==> config.mk <==
export PLATFORM = sky130hd
export DESIGN_NAME = refinement_check_monitor
export DESIGN_NICKNAME = d
export VERILOG_FILES = /design/src/rtl/refinement_check_monitor.sv
export SDC_FILE = /design/constraint.sdc
export NUM_CORES = 1
export LEC_CHECK = 0
export CORE_AREA = 2 2 68 70
export DETAILED_ROUTE_END_ITERATION = 10
export DIE_AREA = 0 0 70 72
export MAX_ROUTING_LAYER = met4
export PLACE_DENSITY = 0.88
export SYNTH_ARGS = -nofsm -noshare
export SYNTH_HDL_FRONTEND = slang
export SYNTH_SLANG_ARGS = --single-unit
==> constraint.sdc <==
create_clock -name clk -period 4.1 [get_ports clk]
set_input_delay 0.82 -clock clk [delete_from_list [all_inputs] [get_ports clk]]
set_output_delay 0.82 -clock clk [all_outputs]
set_load 0.005 [all_outputs]
==> src/rtl/refinement_check_monitor.sv <==
// refinement_check_monitor: sequences one spec-vs-impl check per issue with masked compare, timeout and sticky fail.
module refinement_check_monitor #(
  parameter int DW      = 8,
  parameter int NCH     = 4,
  parameter int CW      = 4,
  parameter int CNT_MAX = 6,
  parameter int REARM   = 0
) (
  input  logic              clk,
  input  logic              rst,
  input  logic              issue_i,
  input  logic [CW-1:0]     end_cyc_i,
  input  logic [NCH*DW-1:0] spec_val_i,
  input  logic [NCH*DW-1:0] impl_val_i,
  input  logic [NCH-1:0]    chk_mask_i,
  output logic              start_o,
  output logic              started_o,
  output logic [CW-1:0]     cycle_cnt_o,
  output logic              ended_o,
  output logic              end2_o,
  output logic              resetted_o,
  output logic [NCH-1:0]    match_o,
  output logic              mismatch_o,
  output logic              timeout_o,
  output logic              fail_o,
  output logic [7:0]        checks_done_o
);
  typedef enum logic [2:0] {S_IDLE, S_START, S_RUN, S_END1, S_HOLD} state_t;
  localparam logic [CW-1:0] CMAX = CW'(CNT_MAX);
  state_t r_state, w_next;
  logic [CW-1:0] r_tgt, r_cnt;
  logic r_started, r_ended, r_end2, r_resetted, r_mismatch, r_timeout, r_fail;
  logic [NCH-1:0] r_match, w_cmp;
  logic [7:0] r_done;
  logic w_iend, w_to, w_run, w_count;
  for (genvar g = 0; g < NCH; g++) begin : g_cmp
    assign w_cmp[g] = !chk_mask_i[g] || (impl_val_i[g*DW+:DW] == spec_val_i[g*DW+:DW]);
  end
  assign w_run   = r_state == S_RUN;
  assign w_iend  = r_started && r_cnt == r_tgt && !r_ended && r_resetted;
  assign w_to    = r_tgt > CMAX && r_cnt == CMAX;
  assign w_count = (r_state == S_START || w_run || r_state == S_END1) && r_cnt < CMAX;
  always_ff @(posedge clk)
    if (rst) r_state <= S_IDLE;
    else r_state <= w_next;
  always_comb
    w_next = (r_state == S_IDLE && issue_i) ? S_START :
             r_state == S_START             ? S_RUN :
             (w_run && w_iend)              ? S_END1 :
             (w_run && w_to)                ? S_HOLD :
             r_state == S_END1              ? (REARM != 0 ? S_IDLE : S_HOLD) :
                                              r_state;
  always_comb begin
    start_o       = r_state == S_START;
    started_o     = r_started;
    cycle_cnt_o   = r_cnt;
    ended_o       = r_ended;
    end2_o        = r_end2;
    resetted_o    = r_resetted;
    match_o       = r_match;
    mismatch_o    = r_mismatch;
    timeout_o     = r_timeout;
    fail_o        = r_fail;
    checks_done_o = r_done;
  end
  always_ff @(posedge clk)
    if (rst) begin
      r_tgt      <= '0;
      r_cnt      <= '0;
      r_started  <= 1'b0;
      r_ended    <= 1'b0;
      r_end2     <= 1'b0;
      r_resetted <= 1'b1;
      r_match    <= '1;
      r_mismatch <= 1'b0;
      r_timeout  <= 1'b0;
      r_fail     <= 1'b0;
      r_done     <= '0;
    end else begin
      r_mismatch <= 1'b0;
      if (r_state == S_IDLE && issue_i) r_tgt <= (end_cyc_i == '0) ? CW'(1) : end_cyc_i;
      if (r_state == S_START) r_started <= 1'b1;
      if (w_count) r_cnt <= r_cnt + CW'(1);
      if (w_run && w_iend) begin
        r_match    <= w_cmp;
        r_mismatch <= !(&w_cmp);
        r_ended    <= 1'b1;
        if (!(&w_cmp)) r_fail <= 1'b1;
      end
      if (w_run && w_to) begin
        r_timeout <= 1'b1;
        r_fail    <= 1'b1;
      end
      if (r_state == S_END1) begin
        r_end2 <= 1'b1;
        if (r_done != 8'hFF) r_done <= r_done + 8'd1;
        // re-arm wipes the per-check progress but keeps results and sticky flags
        if (REARM != 0) begin
          r_started <= 1'b0;
          r_ended   <= 1'b0;
          r_end2    <= 1'b0;
          r_cnt     <= '0;
        end
      end
    end
endmodule

==> flow_summary.toml, run 1 <==
[detailed_routing]
detail_route.iter0.violations = 55
antenna_left = 0
routed_wl_um = 3769
detailedRoute.firstPassIterationCount = 4
post-route-drc-count = 0
drt-wirelength-per-cell_um = 11.56
detail_route.vias_per_cell = 4.773
detailroute.via_count = 1556

[synthesis]
synth_area_per_cell_um2 = 9.430
yosysTopAreaCell = "sky130_fd_sc_hd__dfxtp_1"
post_synth_edffs = 0
yosysMostFrequentCell = "sky130_fd_sc_hd__xnor2_1"
yosys.area.top_type_share_pct = 35.18
commonest_cells_in_the_netlist = "sky130_fd_sc_hd__xnor2_1, sky130_fd_sc_hd__dfxtp_1, sky130_fd_sc_hd__nor2_1"
post_synth_design_cell_area_um2 = 1650
postSynthRegisterBits = 29
synth_flop_cell = "sky130_fd_sc_hd__dfxtp_1"
synthesized_instance_count = 175
ys_async_sr_fraction_pct = 0
netlist-cell-type-count = 36
synth_top_cells_by_area = "sky130_fd_sc_hd__dfxtp_1, sky130_fd_sc_hd__xnor2_1, sky130_fd_sc_hd__nor2_1"
synthesis.nets = 253
yosysWarnings = 0
synth_seq_area_share_pct = 35.18

[timing]
setup-violations-final = 0
worstMarginPinSlew_ns = 1.020
slew_headroom_pct = 31.77
grt_setup_unrepaired = "no"
totalNegativeSetupSlack_ns = 0
min_period_ns = 2.421
final-hold-violation-count = 0
timing.fmax_mhz = 413.0
part_of_the_cycle_the_worst_path_needs_pct = 59.06
total_count_of_max_transition_violations_in_the_final_report = 0
fin_skew_ns = 0.003332

[clocking]
h_tree_lvl_count = 2
cts_buffers = 5
cts_hold_repair.buffers = 0
clock_tree.root_cell = "sky130_fd_sc_hd__clkbuf_8"
worst_skew_pair.late_latency_ns = 0.27
cts.reportedPaths.clkPinSlew_ns = 0.05
clock-sinks = 29
cts_resized = 0
cts-root-to-sink-buffers = 2
cts_tree = "built"
postCtsSetupRepairBufs = 0

[pwr]
ir_drop_uv = 165.0
cellPowerDensity_nw_per_um2 = 252.5
leak_uw = 0.0009821

[run_status]
outcome = "finished, final reports clean"

[global_routing]
antenna_found_initial = 0
maximum_number_of_pins_on_one_net_before_global_route_repair = 31
overflow = 0
track_usage_pct = 16.30
first_global_vias = 1561
grt_first_pass_wirelength_um = 6368

[floorplanning]
core-area_um2 = 4264
die_w_um = 70
dieHeight_um = 72
floorplan.initialDensity_pct = 38.70
floorplan.die_area_um2 = 5040
rows = 24
design.portCount = 99

[final_layout]
drive_above_1_share_pct = 5.109
nets = 352
post-route-cell-area_um2 = 2749
area_growth_pct = 66.57
insertedDiodeCount = 0
seq_area_um2 = 580.6
multi_input_comb_area_um2 = 1027
fillCellCount = 369

[worst_setup_path]
required_ns = 3.28
critical-path-slowest-cell = "sky130_fd_sc_hd__clkdlybuf4s50_1"
timing.critical_path.arrival_ns = 1.60
cp_max_fo = 7
worst_r2r_path_depth = 5
critPathKind = "flip-flop to primary output"
worstPathCellList = "nand2b_1 -> nor2_1 -> clkdlybuf4s50_1"
critical_path.max_stage_delay_ns = 0.54
critPathLaunchType = "flip-flop"
setup.worst_path.end_class = "primary output"

[placement]
detailed_place.area_um2 = 2663
post-dp-hpwl_um = 3183
place.port_buffers = 97
place_congestion = 0.7604

[min_path]
hp-class = "flip-flop to flip-flop"
cell_depth_of_the_worst_min_delay_path = 2

[flow_run]
cap_violations = 0
## through the flow
step | std cells | setup slack [ns] | power (uW) | utilization [%] | hold WS (ns)
floorplan | 175 | 2.445 | 378.8 | - | 0.4421
global placement | 319 | 1.645 | 471.5 | 62.44 | 0.4331
detailed placement | 319 | 1.621 | 475.3 | 62.44 | 0.4434
CTS | 326 | 1.664 | 703.7 | 64.47 | 0.4506
global route | 326 | 1.528 | 730.5 | 64.47 | 0.4669
finish | 326 | 1.679 | 694.1 | 64.47 | 0.4457
## sequential cells by signal (all words and copies together) (netlist names)
signal	count
cycle_cnt_o	4
r_tgt	4
timeout_o	1
r_state	3
end2_o	1
checks_done_o	8
ended_o	1
fail_o	1
started_o	1
match_o	4
mismatch_o	1
## worst paths after layout
| path | startpoint | to | slack, ns |
|---|---|---|---|
| worst max-delay path | r_state[0]$_SDFFE_PP0P_ | start_o | 1.68 |
| worst min-delay path | end2_o$_SDFFE_PP0P_ | end2_o$_SDFFE_PP0P_ | 0.45 |
| worst min register to register | end2_o$_SDFFE_PP0P_ | end2_o$_SDFFE_PP0P_ | 0.45 |
| worst max register to register | r_state[1]$_SDFFE_PP0P_ | match_o[0]$_SDFFE_PP1P_ | 2.51 |
## metal layers
layer	vias up	wire length (um)	track usage (%)	part of all wire [%]
li1	795	-	-	-
met1	684	1396	16.54	37
met2	71	1983	29.21	53
met3	6	304	4.444	8.1
met4	0	85	7.906	2.3
met5	-	0	-	0
## area by class of cell
type                       count  share of cell area, %
multi-input combinational    136                  37.37
timing repair buffer          97                  35.32
sequential                    29                  21.12
clock buffer                   7                  3.141
tap                           52                  2.367
inverter                       5                 0.6827
## cells in the final DEF, fill, tap and decap left out, types with 2 or more instances in the layout
| master | count |
|---|---|
| sky130_fd_sc_hd__a211oi_1 | 3 |
| sky130_fd_sc_hd__nand2_1 | 4 |
| sky130_fd_sc_hd__clkbuf_8 | 6 |
| sky130_fd_sc_hd__nor3_1 | 2 |
| sky130_fd_sc_hd__dfxtp_1 | 29 |
| sky130_fd_sc_hd__nand4_1 | 9 |
| sky130_fd_sc_hd__a21oi_1 | 4 |
| sky130_fd_sc_hd__xor2_1 | 6 |
| sky130_fd_sc_hd__xnor2_1 | 38 |
| sky130_fd_sc_hd__nand3b_1 | 2 |
| sky130_fd_sc_hd__nand3_1 | 4 |
| sky130_fd_sc_hd__nor3b_2 | 2 |
| sky130_fd_sc_hd__inv_1 | 5 |
| sky130_fd_sc_hd__and2_1 | 3 |
| sky130_fd_sc_hd__nor2_1 | 22 |
| sky130_fd_sc_hd__and4_1 | 2 |
| sky130_fd_sc_hd__clkdlybuf4s50_1 | 97 |
| sky130_fd_sc_hd__nand2b_1 | 5 |
| sky130_fd_sc_hd__nor2b_1 | 2 |
| sky130_fd_sc_hd__o21ai_0 | 4 |
| sky130_fd_sc_hd__ha_1 | 3 |
| sky130_fd_sc_hd__mux2i_1 | 8 |
## kinds of logic (layout without fill, tap and decap cells)
family	count (synthesis)	after routing	synth area share (%)
buffers and inverters	10	109	2.578
flip-flops	29	29	35.18
multiplexers	8	8	4.852
other	1	1	0.2272
AND/OR/NAND/NOR	61	61	21.91
adder cells (fa/ha/maj)	3	3	2.275
XOR/XNOR	44	44	23.35
AO/OA/AOI/OAI	19	19	9.630
## critical path: cells and delay by family, from the launching register on
kind	cells	cell delay [ns]
simple gates	2	0.30
buf+inv	1	0.54
flops	1	0.49
## report_power, final
group / internal (uW) / switching [uW] / total [uW]
clock: 133 / 93.8 / 226
sequential: 291 / 13.8 / 305
combinational: 113 / 49.8 / 162
total: 537 / 157 / 694
Power figures use the tool's default switching activity.
==> run 2, diff against run 1 <==
--- a/config.mk
+++ b/config.mk
@@ -5,11 +5,11 @@
 export SDC_FILE = /design/constraint.sdc
 export NUM_CORES = 1
 export LEC_CHECK = 0
-export CORE_AREA = 2 2 68 70
+export CORE_AREA = 2 2 70 72
 export DETAILED_ROUTE_END_ITERATION = 10
-export DIE_AREA = 0 0 70 72
+export DIE_AREA = 0 0 72 74
 export MAX_ROUTING_LAYER = met4
-export PLACE_DENSITY = 0.88
+export PLACE_DENSITY = 0.84
 export SYNTH_ARGS = -nofsm -noshare
 export SYNTH_HDL_FRONTEND = slang
 export SYNTH_SLANG_ARGS = --single-unit
==> constraint.sdc (replaced) <==
create_clock -name clk -period 2.3 [get_ports clk]
set_input_delay 0.46 -clock clk [delete_from_list [all_inputs] [get_ports clk]]
set_output_delay 0.46 -clock clk [all_outputs]
set_load 0.005 [all_outputs]
==> run 2 against run 1 <==
Die area increased by 5.7%. Core utilization decreased by 4.5 points. Hold slack improved by 0.0024 ns. Clock skew increased by 0.0016 ns. Register-to-register slack got worse by 1.8 ns. Largest cell class unchanged. Largest power group unchanged. Highest routed layer unchanged.
==> flow_summary.toml, run 2 (synthesis gave the netlist of run 1 again) <==
[run_status]
outcome = "finished, final reports clean"

[pwr]
cellPowerDensity_nw_per_um2 = 442.9
ir_drop_uv = 177.4
finalPower_uw = 1220
leak_uw = 0.0009875

[final_layout]
drive_above_1_share_pct = 5.797
insertedDiodeCount = 0
nets = 353
fillCellCount = 408
final_cell_count_no_fill = 330
area_growth_pct = 66.94
layout_common_cells = "sky130_fd_sc_hd__clkdlybuf4s50_1, sky130_fd_sc_hd__xnor2_1, sky130_fd_sc_hd__dfxtp_1"
layout_commonest_cell = "sky130_fd_sc_hd__clkdlybuf4s50_1"
largest_register_ff_count = 8

[timing]
final-hold-violation-count = 0
min_period_ns = 2.055
totalNegativeSetupSlack_ns = 0
worstMarginPinSlew_ns = 0.5619
slew_headroom_pct = 62.38
total_count_of_max_transition_violations_in_the_final_report = 0
fin_skew_ns = 0.004962
hold-worst-slack_ns = 0.4481
part_of_the_cycle_the_worst_path_needs_pct = 89.36
timing.fmax_mhz = 486.5
grt_setup_unrepaired = "no"
setup-violations-final = 0

[placement]
place.port_buffers = 97
place_congestion = 0.7484
post-dp-hpwl_um = 3140
place_inst = 322

[worst_setup_path]
crit_cells = 3
critical_path.max_stage_delay_ns = 0.53
worst_r2r_path_depth = 5
worst-r2r-setup-slack_ns = 0.73
setup.worst_path.end_class = "primary output"
worst_r2r_endpoint = "match_o[1]$_SDFFE_PP1P_"
worst-path-buf-inv = 1
critical-path-slowest-cell = "sky130_fd_sc_hd__clkdlybuf4s50_1"
worstPathCellList = "nand2b_1 -> nor2_1 -> clkdlybuf4s50_1"
critPathKind = "flip-flop to primary output"
cp_max_fo = 7
critPathLaunchType = "flip-flop"
timing.critical_path.max_delay_family = "buffers and inverters"
required_ns = 1.84
setup.worst_path.start = "r_state[0]$_SDFFE_PP0P_"
critical_path.endpoint = "start_o"
reg2reg_from = "r_state[1]$_SDFFE_PP0P_"
timing.critical_path.arrival_ns = 1.60

[global_routing]
grt_first_pass_wirelength_um = 6106
overflow = 0
antenna_found_initial = 0
first_global_vias = 1533
track_usage_pct = 15.12
maximum_number_of_pins_on_one_net_before_global_route_repair = 22

[detailed_routing]
met2RoutedLength_um = 1898
detail_route.iter0.violations = 27
detailedRoute.firstPassIterationCount = 4
detailroute.via_count = 1578
wl_met1_um = 1452
met3RoutedLength_um = 279
routed_wl_um = 3679
antenna_left = 0
detail_route.vias_per_cell = 4.782
drt-wirelength-per-cell_um = 11.15
route.top_layer_used = "met4"
post-route-drc-count = 0

[floorplanning]
rows = 25
floorplan.initialDensity_pct = 35.89
core-area_um2 = 4598
die_w_um = 72
design.portCount = 99
floorplan.die_area_um2 = 5328
dieHeight_um = 74

[min_path]
hp-class = "flip-flop to flip-flop"

[clocking]
cts.reportedPaths.clkPinSlew_ns = 0.06
postCtsSetupRepairBufs = 0
worst_skew_pair.late_latency_ns = 0.27
cts_buffers = 5
cts_resized = 0
cts_tree = "built"
clock-sinks = 29
h_tree_lvl_count = 2
clock_tree.root_cell = "sky130_fd_sc_hd__clkbuf_8"
cts-root-to-sink-buffers = 2
cts_hold_repair.buffers = 0

[flow_run]
cap_violations = 0
[run 2: cell count changes in the layout (fill, tap and decap cells not counted), sizes merged]
cell	change
clkbuf	-1
clkinv	+2
buf	+1
[run 2: per-layer routing]
metal	up-vias	track usage, %
li1	799	-
met1	702	15.83
met2	71	26.54
met3	6	4.607
met4	0	6.289
met5	-	-
[run 2: worst min-delay path, stage by stage, from the launching register on]
cell	delay [ns]
sky130_fd_sc_hd__dfxtp_1	0.30
sky130_fd_sc_hd__inv_1	0.05
sky130_fd_sc_hd__a21oi_1	0.05
[run 2: per-stage QoR]
step	util (%)	setup WS, ns	area (um^2)
floorplan	-	0.8688	1650
global placement	58.12	0.3342	2673
detailed placement	58.12	0.3134	2673
CTS	59.92	0.2228	2755
global route	59.92	0.07402	2755
finish	59.92	0.2447	2755
[run 2: area by class of cell]
cell class | count | area [um^2] | share of cell area [%]
Multi-Input combinational cell | 136 | 1027 | 37.28
Timing Repair Buffer | 98 | 978.4 | 35.51
Sequential cell | 29 | 580.6 | 21.07
Clock buffer | 6 | 72.57 | 2.634
Tap cell | 54 | 67.56 | 2.452
Inverter | 5 | 18.77 | 0.6812
Clock inverter | 2 | 10.01 | 0.3633
[run 2: worst min-delay path by stage]
stage | startpoint | end | slack [ns] | depth (start not counted)
after detailed placement | end2_o$_SDFFE_PP0P_ | end2_o$_SDFFE_PP0P_ | 0.44 | 2
final | end2_o$_SDFFE_PP0P_ | end2_o$_SDFFE_PP0P_ | 0.45 | 2
after global placement | end2_o$_SDFFE_PP0P_ | end2_o$_SDFFE_PP0P_ | 0.43 | 2
after floorplan | end2_o$_SDFFE_PP0P_ | end2_o$_SDFFE_PP0P_ | 0.44 | 2
after CTS | end2_o$_SDFFE_PP0P_ | end2_o$_SDFFE_PP0P_ | 0.45 | 2
after global routing | end2_o$_SDFFE_PP0P_ | end2_o$_SDFFE_PP0P_ | 0.48 | 2
[run 2: power breakdown]
group / switching (uW) / internal (uW) / leakage, uW
Clock: 177 / 209 / 0.0000450
Combinational: 89.2 / 202 / 0.000707
Sequential: 23.9 / 519 / 0.000235
Total: 290 / 930 / 0.000988
==> run 3, diff against run 2 <==
--- a/config.mk
+++ b/config.mk
@@ -5,11 +5,12 @@
 export SDC_FILE = /design/constraint.sdc
 export NUM_CORES = 1
 export LEC_CHECK = 0
-export CORE_AREA = 2 2 70 72
+export CORE_AREA = 2 2 63 65
 export DETAILED_ROUTE_END_ITERATION = 10
-export DIE_AREA = 0 0 72 74
+export DIE_AREA = 0 0 65 67
+export DONT_BUFFER_PORTS = 1
 export MAX_ROUTING_LAYER = met4
-export PLACE_DENSITY = 0.84
+export PLACE_DENSITY = 0.66
 export SYNTH_ARGS = -nofsm -noshare
 export SYNTH_HDL_FRONTEND = slang
 export SYNTH_SLANG_ARGS = --single-unit
==> constraint.sdc (replaced) <==
create_clock -name clk -period 2.2 [get_ports clk]
set_input_delay 0.44 -clock clk [delete_from_list [all_inputs] [get_ports clk]]
set_output_delay 0.44 -clock clk [all_outputs]
set_load 0.005 [all_outputs]
==> run 3 against run 2 <==
Sequential cell count unchanged. Clock skew up 0.0011 ns. Total power down 8.9%. Largest cell class unchanged.
==> flow_summary.toml, run 3 (synthesis gave the netlist of run 1 again) <==
[clocking]
postCtsSetupRepairBufs = 0
cts_hold_repair.buffers = 0
cts.reportedPaths.clkPinSlew_ns = 0.06
cts_resized = 0
worst_skew_pair.late_latency_ns = 0.28
clock-sinks = 29
cts_buffers = 5
cts_tree = "built"
clock_tree.root_cell = "sky130_fd_sc_hd__clkbuf_8"
cts-root-to-sink-buffers = 2
h_tree_lvl_count = 2

[worst_setup_path]
cp_max_fo = 7
critPathKind = "flip-flop to primary output"
worst_r2r_path_depth = 6
worst-r2r-setup-slack_ns = 0.65
setup.worst_path.end_class = "primary output"
critPathLaunchType = "flip-flop"
timing.critical_path.arrival_ns = 1.15
required_ns = 1.76
reg2reg_from = "cycle_cnt_o[1]$_SDFFE_PP0P_"
worst_r2r_endpoint = "r_state[1]$_SDFFE_PP0P_"

[placement]
place.port_buffers = 0
place_congestion = 0.8152
detailed_place.area_um2 = 1687
post-dp-hpwl_um = 2729

[floorplanning]
rows = 22
dieHeight_um = 67
core-area_um2 = 3606
die_w_um = 65
floorplan.die_area_um2 = 4355
design.portCount = 99
floorplan.initialDensity_pct = 45.77

[timing]
slew_headroom_pct = 62.66
final-hold-violation-count = 0
total_count_of_max_transition_violations_in_the_final_report = 0
grt_setup_unrepaired = "no"
worstMarginPinSlew_ns = 0.5578
part_of_the_cycle_the_worst_path_needs_pct = 72.10
totalNegativeSetupSlack_ns = 0
timing.fmax_mhz = 630.4
setup-violations-final = 0
min_period_ns = 1.586
fin_skew_ns = 0.006067

[global_routing]
maximum_number_of_pins_on_one_net_before_global_route_repair = 31
grt.met2_usage_pct = 29.64
grt_first_pass_wirelength_um = 5506
first_global_vias = 1257
antenna_found_initial = 0
track_usage_pct = 17.28
met1_usage_pct = 17.20
globalRouteMet3Util_pct = 6.757
overflow = 0
grt-busiest-layer = "met2"

[detailed_routing]
post-route-drc-count = 0
routed_wl_um = 3250
detailedRoute.firstPassIterationCount = 5
detail_route.iter0.violations = 30
detail_route.vias_per_cell = 5.394
detailroute.via_count = 1219
drt-wirelength-per-cell_um = 14.38
antenna_left = 0

[final_layout]
nets = 255
largest_register_ff_count = 8
insertedDiodeCount = 0
post-route-cell-area_um2 = 1767
area_growth_pct = 7.051
layout_commonest_cell = "sky130_fd_sc_hd__xnor2_1"
layout_common_cells = "sky130_fd_sc_hd__xnor2_1, sky130_fd_sc_hd__dfxtp_1, sky130_fd_sc_hd__nor2_1"
drive_above_1_share_pct = 7.303

[pwr]
leak_uw = 0.0006049
finalPower_uw = 1111
cellPowerDensity_nw_per_um2 = 629.0
ir_drop_uv = 221.4

[min_path]
cell_depth_of_the_worst_min_delay_path = 1
min-delay-start = "rst"
worst_hold_path.endpoint = "end2_o$_SDFFE_PP0P_"
hp-class = "input pin to flip-flop"

[run_status]
outcome = "finished, final reports clean"

[flow_run]
cap_violations = 0
## run 3: worst max-delay path, stage by stage (launching register included)
cell	delay [ns]
sky130_fd_sc_hd__dfxtp_1	0.40
sky130_fd_sc_hd__nand2b_1	0.20
sky130_fd_sc_hd__nor2_1	0.27
## run 3: per-layer routing
layer	part of all wire [%]	wire length (um)
met1	37	1196
met2	51	1672
met3	9.8	319
met4	1.9	63
met5	0	0
## run 3: layout make-up
class,instances,area (um^2)
clock buffer,8,80.08
fill,335,1839
inverter,5,18.77
multi-input combinational,136,1027
sequential,29,580.6
tap,48,60.06
## run 3: worst max-delay path by stage
stage                                              from                            end  slack [ns]
final                           r_state[2]$_SDFFE_PP0P_                        start_o        0.61
after detailed placement    cycle_cnt_o[1]$_SDFFE_PP0P_        r_state[1]$_SDFFE_PP0P_        0.63
after floorplan           checks_done_o[0]$_SDFFE_PP0P_  checks_done_o[4]$_SDFFE_PP0P_        0.77
after global routing        cycle_cnt_o[1]$_SDFFE_PP0P_        r_state[1]$_SDFFE_PP0P_        0.53
after CTS                       r_state[2]$_SDFFE_PP0P_                        start_o        0.61
after global placement      cycle_cnt_o[1]$_SDFFE_PP0P_        r_state[1]$_SDFFE_PP0P_        0.70
## run 3: where the power goes
part | leakage (uW) | internal (uW) | switching, uW
sequential | 0.000235 | 543 | 27.1
clock | 0.0000395 | 224 | 182
combinational | 0.000330 | 82.7 | 53.2
total | 0.000605 | 849 | 262
## run 3: per-stage QoR
| stage | utilization [%] | cells | hold slack (ns) | worst slack (ns) |
|---|---|---|---|---|
| floorplan | - | 175 | 0.4421 | 0.7688 |
| global placement | 46.77 | 218 | 0.4612 | 0.7024 |
| detailed placement | 46.77 | 218 | 0.4656 | 0.6313 |
| CTS | 48.99 | 226 | 0.2122 | 0.6075 |
| global route | 48.99 | 226 | 0.2119 | 0.5258 |
| finish | 48.99 | 226 | 0.2274 | 0.6137 |
